`src/rtl/minisrc_pkg.sv`:
```
// Shared MiniSRC control definitions: opcodes, sequencer states, ALU codes,
// datapath mux select codes and the decoded instruction-class record.
package minisrc_pkg;

   localparam logic [4:0] OP_LD   = 5'b00000;
   localparam logic [4:0] OP_LDI  = 5'b00001;
   localparam logic [4:0] OP_ST   = 5'b00010;
   localparam logic [4:0] OP_ADD  = 5'b00011;
   localparam logic [4:0] OP_SUB  = 5'b00100;
   localparam logic [4:0] OP_AND  = 5'b00101;
   localparam logic [4:0] OP_OR   = 5'b00110;
   localparam logic [4:0] OP_ADDI = 5'b01100;
   localparam logic [4:0] OP_ANDI = 5'b01101;
   localparam logic [4:0] OP_ORI  = 5'b01110;
   localparam logic [4:0] OP_DIV  = 5'b01111;
   localparam logic [4:0] OP_MUL  = 5'b10000;
   localparam logic [4:0] OP_BR   = 5'b10010;
   localparam logic [4:0] OP_JR   = 5'b10011;
   localparam logic [4:0] OP_JAL  = 5'b10100;
   localparam logic [4:0] OP_HALT = 5'b11100;

   localparam logic [2:0] S_RESET  = 3'd0;
   localparam logic [2:0] S_FETCH  = 3'd1;
   localparam logic [2:0] S_DECODE = 3'd2;
   localparam logic [2:0] S_EXEC   = 3'd3;
   localparam logic [2:0] S_MEM    = 3'd4;
   localparam logic [2:0] S_WB     = 3'd5;
   localparam logic [2:0] S_HALT   = 3'd6;

   localparam logic [3:0] ALU_ADD = 4'd0;
   localparam logic [3:0] ALU_SUB = 4'd1;
   localparam logic [3:0] ALU_OR  = 4'd2;
   localparam logic [3:0] ALU_AND = 4'd3;
   localparam logic [3:0] ALU_DIV = 4'd4;
   localparam logic [3:0] ALU_MUL = 4'd5;

   localparam logic [1:0] MC_RB   = 2'd0;
   localparam logic [1:0] MC_RC   = 2'd1;
   localparam logic [1:0] MC_LINK = 2'd2;
   localparam logic [1:0] MC_RA   = 2'd3;

   localparam logic [1:0] MY_RZ0  = 2'd0;
   localparam logic [1:0] MY_RZ1  = 2'd1;
   localparam logic [1:0] MY_MEM  = 2'd2;
   localparam logic [1:0] MY_PCT  = 2'd3;

   // Exactly one class flag is set for a defined opcode; none for nop/undefined.
   typedef struct packed {
      logic       rtype;
      logic       imm;
      logic       ld;
      logic       ldi;
      logic       st;
      logic       muldiv;
      logic       br;
      logic       jr;
      logic       jal;
      logic       halt;
      logic [3:0] alu;
   } dec_t;

endpackage

```
`src/rtl/cu_decoder.sv`:
```
// Combinational opcode decode into instruction-class flags and the EXEC ALU op.
module cu_decoder
   import minisrc_pkg::*;
(
   input  logic [4:0] opcode_i,
   output dec_t       dec_o
);

   always_comb begin
      dec_o = '0;
      case (opcode_i)
         OP_ADD:  begin dec_o.rtype  = 1'b1; dec_o.alu = ALU_ADD; end
         OP_SUB:  begin dec_o.rtype  = 1'b1; dec_o.alu = ALU_SUB; end
         OP_AND:  begin dec_o.rtype  = 1'b1; dec_o.alu = ALU_AND; end
         OP_OR:   begin dec_o.rtype  = 1'b1; dec_o.alu = ALU_OR;  end
         OP_ADDI: begin dec_o.imm    = 1'b1; dec_o.alu = ALU_ADD; end
         OP_ANDI: begin dec_o.imm    = 1'b1; dec_o.alu = ALU_AND; end
         OP_ORI:  begin dec_o.imm    = 1'b1; dec_o.alu = ALU_OR;  end
         OP_LD:   begin dec_o.ld     = 1'b1; dec_o.alu = ALU_ADD; end
         OP_LDI:  begin dec_o.ldi    = 1'b1; dec_o.alu = ALU_ADD; end
         OP_ST:   begin dec_o.st     = 1'b1; dec_o.alu = ALU_ADD; end
         OP_DIV:  begin dec_o.muldiv = 1'b1; dec_o.alu = ALU_DIV; end
         OP_MUL:  begin dec_o.muldiv = 1'b1; dec_o.alu = ALU_MUL; end
         OP_BR:   dec_o.br   = 1'b1;
         OP_JR:   dec_o.jr   = 1'b1;
         OP_JAL:  dec_o.jal  = 1'b1;
         OP_HALT: dec_o.halt = 1'b1;
         default: ;
      endcase
   end

endmodule

```
`src/rtl/control_unit.sv`:
```
// MiniSRC multi-cycle sequencer: FETCH/DECODE/EXEC/MEM/WB with memory
// handshake stalls and a bus-error timeout into HALT.
module control_unit
   import minisrc_pkg::*;
#(
   parameter int WAIT_LIMIT = 16
) (
   input  logic       iClk,
   input  logic       nRst,
   input  logic [4:0] iOpcode,
   input  logic [1:0] iCond,
   input  logic       iZero,
   input  logic       iInstrValid,
   input  logic       iMemReady,
   output logic       ir_enable,
   output logic       ra_enable,
   output logic       rb_enable,
   output logic       rz0_enable,
   output logic       rz1_enable,
   output logic       rm_enable,
   output logic       ry_enable,
   output logic       rpc_enable,
   output logic       rpc_temp_enable,
   output logic       rf_write,
   output logic       mb_select,
   output logic       minc_select,
   output logic       mpc_select,
   output logic [1:0] mc_select,
   output logic [1:0] my_select,
   output logic [3:0] alu_control,
   output logic       instruction_mem_read,
   output logic       mem_read,
   output logic       mem_write,
   output logic [2:0] oState,
   output logic       oHalted,
   output logic       oBusErr
);

   localparam int CW = (WAIT_LIMIT > 1) ? $clog2(WAIT_LIMIT) : 1;

   logic [2:0]    state_q, state_d;
   logic [CW-1:0] wait_q, wait_d;
   logic          berr_q, berr_d;
   dec_t          dec;
   logic          waiting, rdy, timeout, taken, skip_mem;

   cu_decoder u_dec (
      .opcode_i (iOpcode),
      .dec_o    (dec)
   );

   assign taken    = iCond[1] | (iCond[0] ? ~iZero : iZero);
   assign skip_mem = ~(dec.rtype | dec.imm | dec.ld | dec.ldi | dec.st | dec.muldiv | dec.jal);
   assign waiting  = (state_q == S_FETCH) || (state_q == S_MEM && (dec.ld || dec.st));
   assign rdy      = (state_q == S_FETCH) ? iInstrValid : iMemReady;
   // Counter holds ready-low cycles already spent; the LIMIT-th low cycle trips.
   assign timeout  = (WAIT_LIMIT != 0) && waiting && !rdy && (wait_q == CW'(WAIT_LIMIT - 1));

   always_comb begin
      state_d = state_q;
      berr_d  = berr_q;
      case (state_q)
         S_RESET:  state_d = S_FETCH;
         S_FETCH:  if (iInstrValid) state_d = S_DECODE;
         S_DECODE: state_d = dec.halt ? S_HALT : S_EXEC;
         S_EXEC:   state_d = skip_mem ? S_FETCH : S_MEM;
         S_MEM: begin
            if (dec.st)      begin if (iMemReady) state_d = S_FETCH; end
            else if (dec.ld) begin if (iMemReady) state_d = S_WB;    end
            else             state_d = S_WB;
         end
         S_WB:     state_d = S_FETCH;
         S_HALT:   state_d = S_HALT;
         default:  state_d = S_RESET;
      endcase
      if (timeout) begin
         state_d = S_HALT;
         berr_d  = 1'b1;
      end
      wait_d = wait_q;
      if (state_d != state_q)   wait_d = '0;
      else if (waiting && !rdy) wait_d = wait_q + CW'(1);
   end

   always_ff @(posedge iClk) begin
      if (!nRst) begin
         state_q <= S_RESET;
         wait_q  <= '0;
         berr_q  <= 1'b0;
      end else begin
         state_q <= state_d;
         wait_q  <= wait_d;
         berr_q  <= berr_d;
      end
   end

   always_comb begin
      ir_enable = 1'b0;  ra_enable = 1'b0;  rb_enable = 1'b0;
      rz0_enable = 1'b0; rz1_enable = 1'b0; rm_enable = 1'b0;
      ry_enable = 1'b0;  rpc_enable = 1'b0; rpc_temp_enable = 1'b0;
      rf_write = 1'b0;   mb_select = 1'b0;  minc_select = 1'b0;
      mpc_select = 1'b0; mc_select = MC_RB; my_select = MY_RZ0;
      alu_control = ALU_ADD;
      instruction_mem_read = 1'b0; mem_read = 1'b0; mem_write = 1'b0;
      if (nRst) begin
         case (state_q)
            S_FETCH: begin
               instruction_mem_read = 1'b1;
               if (iInstrValid) begin
                  ir_enable       = 1'b1;
                  rpc_temp_enable = 1'b1;
                  rpc_enable      = 1'b1;
                  mpc_select      = 1'b1;
               end
            end
            S_DECODE: begin
               ra_enable = 1'b1;
               rb_enable = 1'b1;
            end
            S_EXEC: begin
               alu_control = dec.alu;
               if (dec.rtype) rz0_enable = 1'b1;
               if (dec.imm || dec.ld || dec.ldi || dec.st) begin
                  mb_select  = 1'b1;
                  rz0_enable = 1'b1;
               end
               if (dec.st) rm_enable = 1'b1;
               if (dec.muldiv) begin
                  rz0_enable = 1'b1;
                  rz1_enable = 1'b1;
               end
               if (dec.br && taken) begin
                  rpc_enable  = 1'b1;
                  minc_select = 1'b1;
                  mpc_select  = 1'b1;
               end
               if (dec.jr || dec.jal) rpc_enable = 1'b1;
            end
            S_MEM: begin
               if (dec.ld) begin
                  mem_read = 1'b1;
                  if (iMemReady) begin
                     my_select = MY_MEM;
                     ry_enable = 1'b1;
                  end
               end else if (dec.st) begin
                  mem_write = 1'b1;
               end else if (dec.jal) begin
                  my_select = MY_PCT;
                  ry_enable = 1'b1;
               end else if (dec.rtype || dec.imm || dec.ldi || dec.muldiv) begin
                  ry_enable = 1'b1;
               end
            end
            S_WB: begin
               rf_write = 1'b1;
               if (dec.rtype || dec.muldiv) mc_select = MC_RC;
               else if (dec.jal)            mc_select = MC_LINK;
               else                         mc_select = MC_RA;
            end
            default: ;
         endcase
      end
   end

   assign oState  = nRst ? state_q : S_RESET;
   assign oHalted = nRst && (state_q == S_HALT);
   assign oBusErr = nRst && berr_q;

endmodule
```
`config.mk`:
```
export PLATFORM = sky130hd
export DESIGN_NAME = control_unit
export DESIGN_NICKNAME = d
export VERILOG_FILES = /design/src/rtl/minisrc_pkg.sv /design/src/rtl/cu_decoder.sv /design/src/rtl/control_unit.sv
export SDC_FILE = /design/constraint.sdc
export NUM_CORES = 1
export LEC_CHECK = 0
export ABC_AREA = 1
export CAP_MARGIN = 20
export CORE_ASPECT_RATIO = 0.6
export CORE_MARGIN = 2
export CORE_UTILIZATION = 30
export CTS_CLUSTER_DIAMETER = 80
export DETAILED_ROUTE_END_ITERATION = 7
export HOLD_SLACK_MARGIN = 0.05
export SLEW_MARGIN = 5
export SYNTH_ARGS = -nofsm -noshare
export SYNTH_HDL_FRONTEND = slang
export SYNTH_HIERARCHICAL = 1
export SYNTH_SLANG_ARGS = --single-unit
```
`constraint.sdc`:
```
create_clock -name iClk -period 2.3 [get_ports iClk]
set_input_delay 0.46 -clock iClk [delete_from_list [all_inputs] [get_ports iClk]]
set_output_delay 0.46 -clock iClk [all_outputs]
set_load 0.1 [all_outputs]
```
Word-level counts from Yosys, hierarchy flattened
Index checks and enable logic that the tools add are counted.
Widths: inputs -> output; s select.
{"block": "op_classes", "reduce_logical": 26, "addsub": 1, "n_mux": 79, "bitwise_logic": 9, "n_eq_ne": 23}
{"cell": "$mux 1", "n": 55}
{"cell": "$mux 3", "n": 9}
{"cell": "$eq 5x5->1 const B", "n": 5}
{"cell": "$eq 5x4->1 const B", "n": 4}
{"cell": "$mux 2", "n": 9}
{"cell": "$pmux 3 s6", "n": 1}
{"cell": "$eq 5x3->1 const B", "n": 3}
{"cell": "$pmux 3 s5", "n": 1}
{"cell": "$eq 5x2->1 const B", "n": 2}
{"cell": "$logic_or 1x1->1", "n": 10}
{"cell": "$reduce_or 2->1", "n": 5}
{"cell": "$eq 3x3->1 const B", "n": 3}
{"cell": "$mux 4", "n": 2}
{"cell": "$or 1x1->1", "n": 7}
{"cell": "$eq 3x2->1 const B", "n": 2}
{"cell": "$logic_and 1x1->1", "n": 6}
{"cell": "$eq 5x1->1 const B", "n": 1}
{"cell": "$logic_not 5->1", "n": 1}
{"cell": "$add 4x1->4 const B", "n": 1}
{"cell": "$eq 4x4->1 const B", "n": 1}
{"cell": "$pmux 1 s2", "n": 2}
{"cell": "$reduce_or 4->1", "n": 1}
{"cell": "$eq 3x1->1 const B", "n": 1}
{"cell": "$logic_not 3->1", "n": 1}
{"cell": "other kinds (4)", "n": 5}
{"block": "totals", "out_inout_bits": 29, "wordCells": 141, "in_bits": 12, "regBits": 8}

Depth between registers and ports, before layout
{"block": "depth", "depth_word": 14, "depth_mapped": 16, "mapped_depth_nobuf": 16}

By module
Netlist, hierarchy kept.
{"module": "control_unit", "cells_per_inst": 139, "instances": 1, "area_per_inst_um2": 837.1, "seq_area_each_um2": 160.2}
{"module": "cu_decoder", "cells_per_inst": 40, "instances": 1, "area_per_inst_um2": 176.4, "seq_area_each_um2": 0.0}

Worst setup path after synthesis
No wires, ideal clock.
{"block": "synth_timing", "path_type": "reg2out", "from": "reg state_q[0]", "to": "out mc_select[1]", "path_stages_with_launch": 6, "slack_ns": -2.240, "t_required_ns": 1.840, "arrival_ns": 4.080, "n_path_buf": 1, "cell_sequence": "dfxtp_1 -> buf_6 -> nand2_1 -> nor2_1 -> inv_1 -> nor3_1"}
{"block": "synth_via", "elab_chain_cells": 3}
{"element": "start, declared", "line": "control_unit.sv:41", "source": "logic [2:0] state_q, state_d;"}
{"element": "start signal, assigned", "line": "control_unit.sv:91", "source": "state_q <= state_d;"}
{"element": "$eq 3x3->1", "line": "control_unit.sv:106", "source": "case (state_q)"}
{"element": "$mux 2", "line": "control_unit.sv:106"}
{"element": "$mux 2", "line": "control_unit.sv:105", "source": "if (nRst) begin"}
{"element": "end, declared", "line": "control_unit.sv:28", "source": "output logic [1:0] mc_select,"}
Every way passes these cells.

Worst setup path in the final report
{"block": "layout_timing", "from": "in iCond[0]", "to": "out rpc_enable"}
{"block": "layout_via", "elab_chain_cells": 7}
{"element": "start, declared", "line": "control_unit.sv:11", "source": "input logic [1:0] iCond,"}
{"element": "$mux 1", "line": "control_unit.sv:52", "source": "assign taken = iCond[1] | (iCond[0] ? ~iZero : iZero);"}
{"element": "$or 1x1->1", "line": "control_unit.sv:52"}
{"element": "$logic_and 1x1->1", "line": "control_unit.sv:132", "source": "if (dec.br && taken) begin"}
{"element": "$mux 1", "line": "control_unit.sv:132"}
{"element": "$mux 1", "line": "control_unit.sv:137", "source": "if (dec.jr || dec.jal) rpc_enable = 1'b1;"}
{"element": "$pmux 1 s2", "line": "control_unit.sv:106"}
{"element": "$mux 1", "line": "control_unit.sv:105"}
{"element": "end, declared", "line": "control_unit.sv:22", "source": "output logic rpc_enable,"}
Every way passes these cells.

==> metrics.md <==
| Metric | Value |
|---|---|
| Status | `finished with violations` |
| Failing checks | `max-slew violations` |
| CP Class | `in -> out` |
| Post-Route WL | `4116 microns` |
| Critical-path top delay cell | `clkdlybuf4s50_1` |
| Filler Cell Count | `~240` |
| Max cap viols | `0` |
| Commonest non-fill, non-tap cell in the layout | `buf_4` |
| Worst hold path endpoint | `berr_q` |
| Overflow after GRT | `0` |
| Cell family with most CP delay | `buffers and inverters` |
| Clock tree buffer depth | `2` |
| Routability cong. | `0.8678` |
| Port Buffer Count | `39` |
| Global-route wire length before repair | `6651 microns` |
| Post-synth top area share | `0.1580` |
| Final hold vios | `0` |
| Leakage Power | `0.001011 uW` |
| Row count | `16` |
| CP required | `1.84 ns` |
| WHS | `0.4769 ns` |
| TritonCTS buffer count | `3` |
| Slew HR | `-0.1441` |
| FF-to-FF End | `wait_q[0]` |
| CP arrival | `1.77 ns` |
| Worst IR Drop VDD | `0.2391 mV` |
| Setup Skew | `0.004724 ns` |
| Area contributors post-synth | `dfxtp_1 16%, nand2_1 14%, nor2_1 13%` |
| DR vias | `1,422` |
| CP Max Fanout | `2` |
| Reg2reg path depth | `11` |
| Largest net degree at the start of global routing | `11` |
| FF-to-FF Start | `state_q[0]` |
| Mapped Cells | `approximately 180` |
| Synth Flop Type | `dfxtp_1` |
| DRT antenna net count | `0` |
| Layout cells sized above 1 | `0.5939` |
| DRC errors left | `0` |
| Netlist cell types | `34` |
| Syn Nets | `192` |
| CP max stage delay | `0.41 ns` |
| Ys Warns | `6` |
| WL per Instance | `~13 microns` |
| Synth Register Bits | `8` |
| Critical Path Source | `iCond[0]` |
| Worst hold path cell count | `2` |
| DIE HEIGHT | `49.02 microns` |
| Post-synth EDFFs | `0` |
| # IOs | `41` |
| Post-Syn Area | `0.001013 sq mm` |
| Clock share of power | `0.241` |
| Min cycle time layout | `2.233 ns` |
| Sw Ratio | `0.4273` |
| CTS H-tree depth | `1` |
| Crit. End Element | `primary output` |
| Final Cycle Share | `0.9709` |
| Die ar. | `0.003874 sq mm` |
| Tightest Pin Transition | `about 1.7 ns` |
| Clk slew on worst S/H paths | `around 0.04 ns` |
| GR Util All Layers | `0.2179` |
| Core area | `0.003243 sq mm` |
| First drt pass iteration count | `4` |
| Drt via density | `4.647` |
| Register area share after synthesis | `0.1580` |
| Clk root buf | `clkbuf_8` |
| Initial drt markers | `69` |
| Pwr Density | `314.8 mW/mm^2` |
| CTS tree | `built` |
| Worst Path Buf+Inv | `2` |
| Latest clock arrival within the worst-skew pair | `0.24 ns` |
| Nets | `276` |
| Crit path depth | `6` |
| Min-delay src | `berr_q` |
| FF-to-FF setup slack | `roughly 0.57 ns` |
| Vias in the first global route | `1,480` |
| Most frequent cells in the layout | `43 x buf_4, 31 x nand2_1, 28 x buf_12, 18 x nor2_2, 18 x inv_1` |
| Synth area leader | `dfxtp_1` |
| # setup viols final | `0` |
| Sw Pwr | `313.0 uW` |
| Ys async rst share | `0` |
| Die width | `79.04 microns` |
| Placed cell area | `0.002125 sq mm` |
| Setup crit start kind | `input port` |
| F_max | `0.4478 GHz` |
| Max-slew violations | `1` |
| Initial Util | `0.3125` |
| Cell Int Power | `about 420 uW` |
| Worst-path cell chain | `clkdlybuf4s50_1 > xor2_1 > o21ai_1 > o22ai_2 > o21bai_2 > buf_12` |
| Area growth, synth to finish | `129.6%` |
| Gate power share | `0.550` |
| Initial antenna violation count | `0` |
| Clock tree sinks | `8` |
| Detailed-placement wirelength estimate | `slightly above 3000 microns` |
| Antenna cell count | `0` |
| Sequential group share of total power | `0.209` |
| HP Class | `reg -> reg` |
| Fin area | `0.002327 sq mm` |
| Avg Inst Size Synth | `5.662 sq um` |
==> cells by family after synthesis <==
family                     synth area share
adders and majority gates           0.01234
and+or+nand+nor                      0.5111
buffers and inverters                0.1654
DFF                                  0.1580
muxes                               0.01111
other                              0.003700
xor gates and xnor gates            0.03456
AOI/OAI and AO/OA                    0.1037
==> through the flow <==
| step | TNS (ns) | setup slack, ns | power [uW] | util | instances |
|---|---|---|---|---|---|
| after floorplan | -2.136 | -0.6608 | 380.3 | - | 179 |
| after global placement | -3.023 | -0.2901 | 509.5 | 0.6551 | 294 |
| after detailed placement | -4.306 | -0.3489 | 516.6 | 0.6551 | 294 |
| after CTS | 0 | 0.0004140 | 720.1 | 0.7083 | 305 |
| after global routing | -0.2193 | -0.05851 | 769.3 | 0.7176 | 306 |
| final | 0 | 0.06686 | 732.5 | 0.7176 | 306 |
==> worst max-delay path by stage <==
stage	to	slack, ns
after global placement	rz0_enable	-0.29
after floorplan	mc_select[1]	-0.66
final	rpc_enable	0.07
after global routing	rz0_enable	-0.06
after detailed placement	ry_enable	-0.35
after CTS	rz0_enable	0.0004
==> Yosys cell counts (2+ instances only) <==
master     n
nand2_2    7
a21oi_1    6
xor2_1     4
o21ai_0    3
inv_2      3
nand3_1   11
inv_1     26
dfxtp_1    8
nor2_1    35
buf_4      4
nor2_4     2
clkinv_1   2
nor2_2     6
nand2_1   38
nor3_1     5
==> worst reg2reg max path, delay by kind of cell (launching register included) <==
kind / cells / cell delay, ns
simple gates: 9 / 0.92
flops: 1 / 0.31
compound gates: 1 / 0.20
buf+inv: 1 / 0.18
==> state kept, by name, summed over array words and instances, names as in the netlist <==
| register | count |
|---|---|
| berr_q | 1 |
| state_q | 3 |
| wait_q | 4 |
==> power groups by stage <==
stage	Sequential [uW]	Clock, uW	Combinational (uW)
after floorplan	153	0	227
after global placement	155	0	355
final	153	176	403
after detailed placement	155	0	361
after global routing	154	186	429
after CTS	153	179	388
==> repair_timing <==
item,CTS,global route
pin swaps,11,10
endpoints found under the setup margin,23,21
setup buffers,8,1
gates resized for setup,36,21
hold buffers,0,0
==> area by class of cell <==
type                    instances  area (sq um)  share of cell area
inverters                      32         130.1             0.05591
repair buffers                 85          1005              0.4317
well taps                      45         56.30             0.02419
flip-flops and latches          8         160.2             0.06882
multi-input cells             133         934.6              0.4016
clock buffers                   3         41.29             0.01774
==> per-layer routing <==
metal | track usage | part of all wire | up-vias | routed length (microns)
li1 | - | - | 712 | -
met1 | 0.2754 | 0.43 | 649 | 1769
met2 | 0.3644 | 0.49 | 53 | 2003
met3 | 0.06481 | 0.066 | 8 | 270
met4 | 0.05460 | 0.018 | 0 | 73
met5 | 0 | 0 | - | 0
Note: power is estimated with default switching activity, not from simulation.
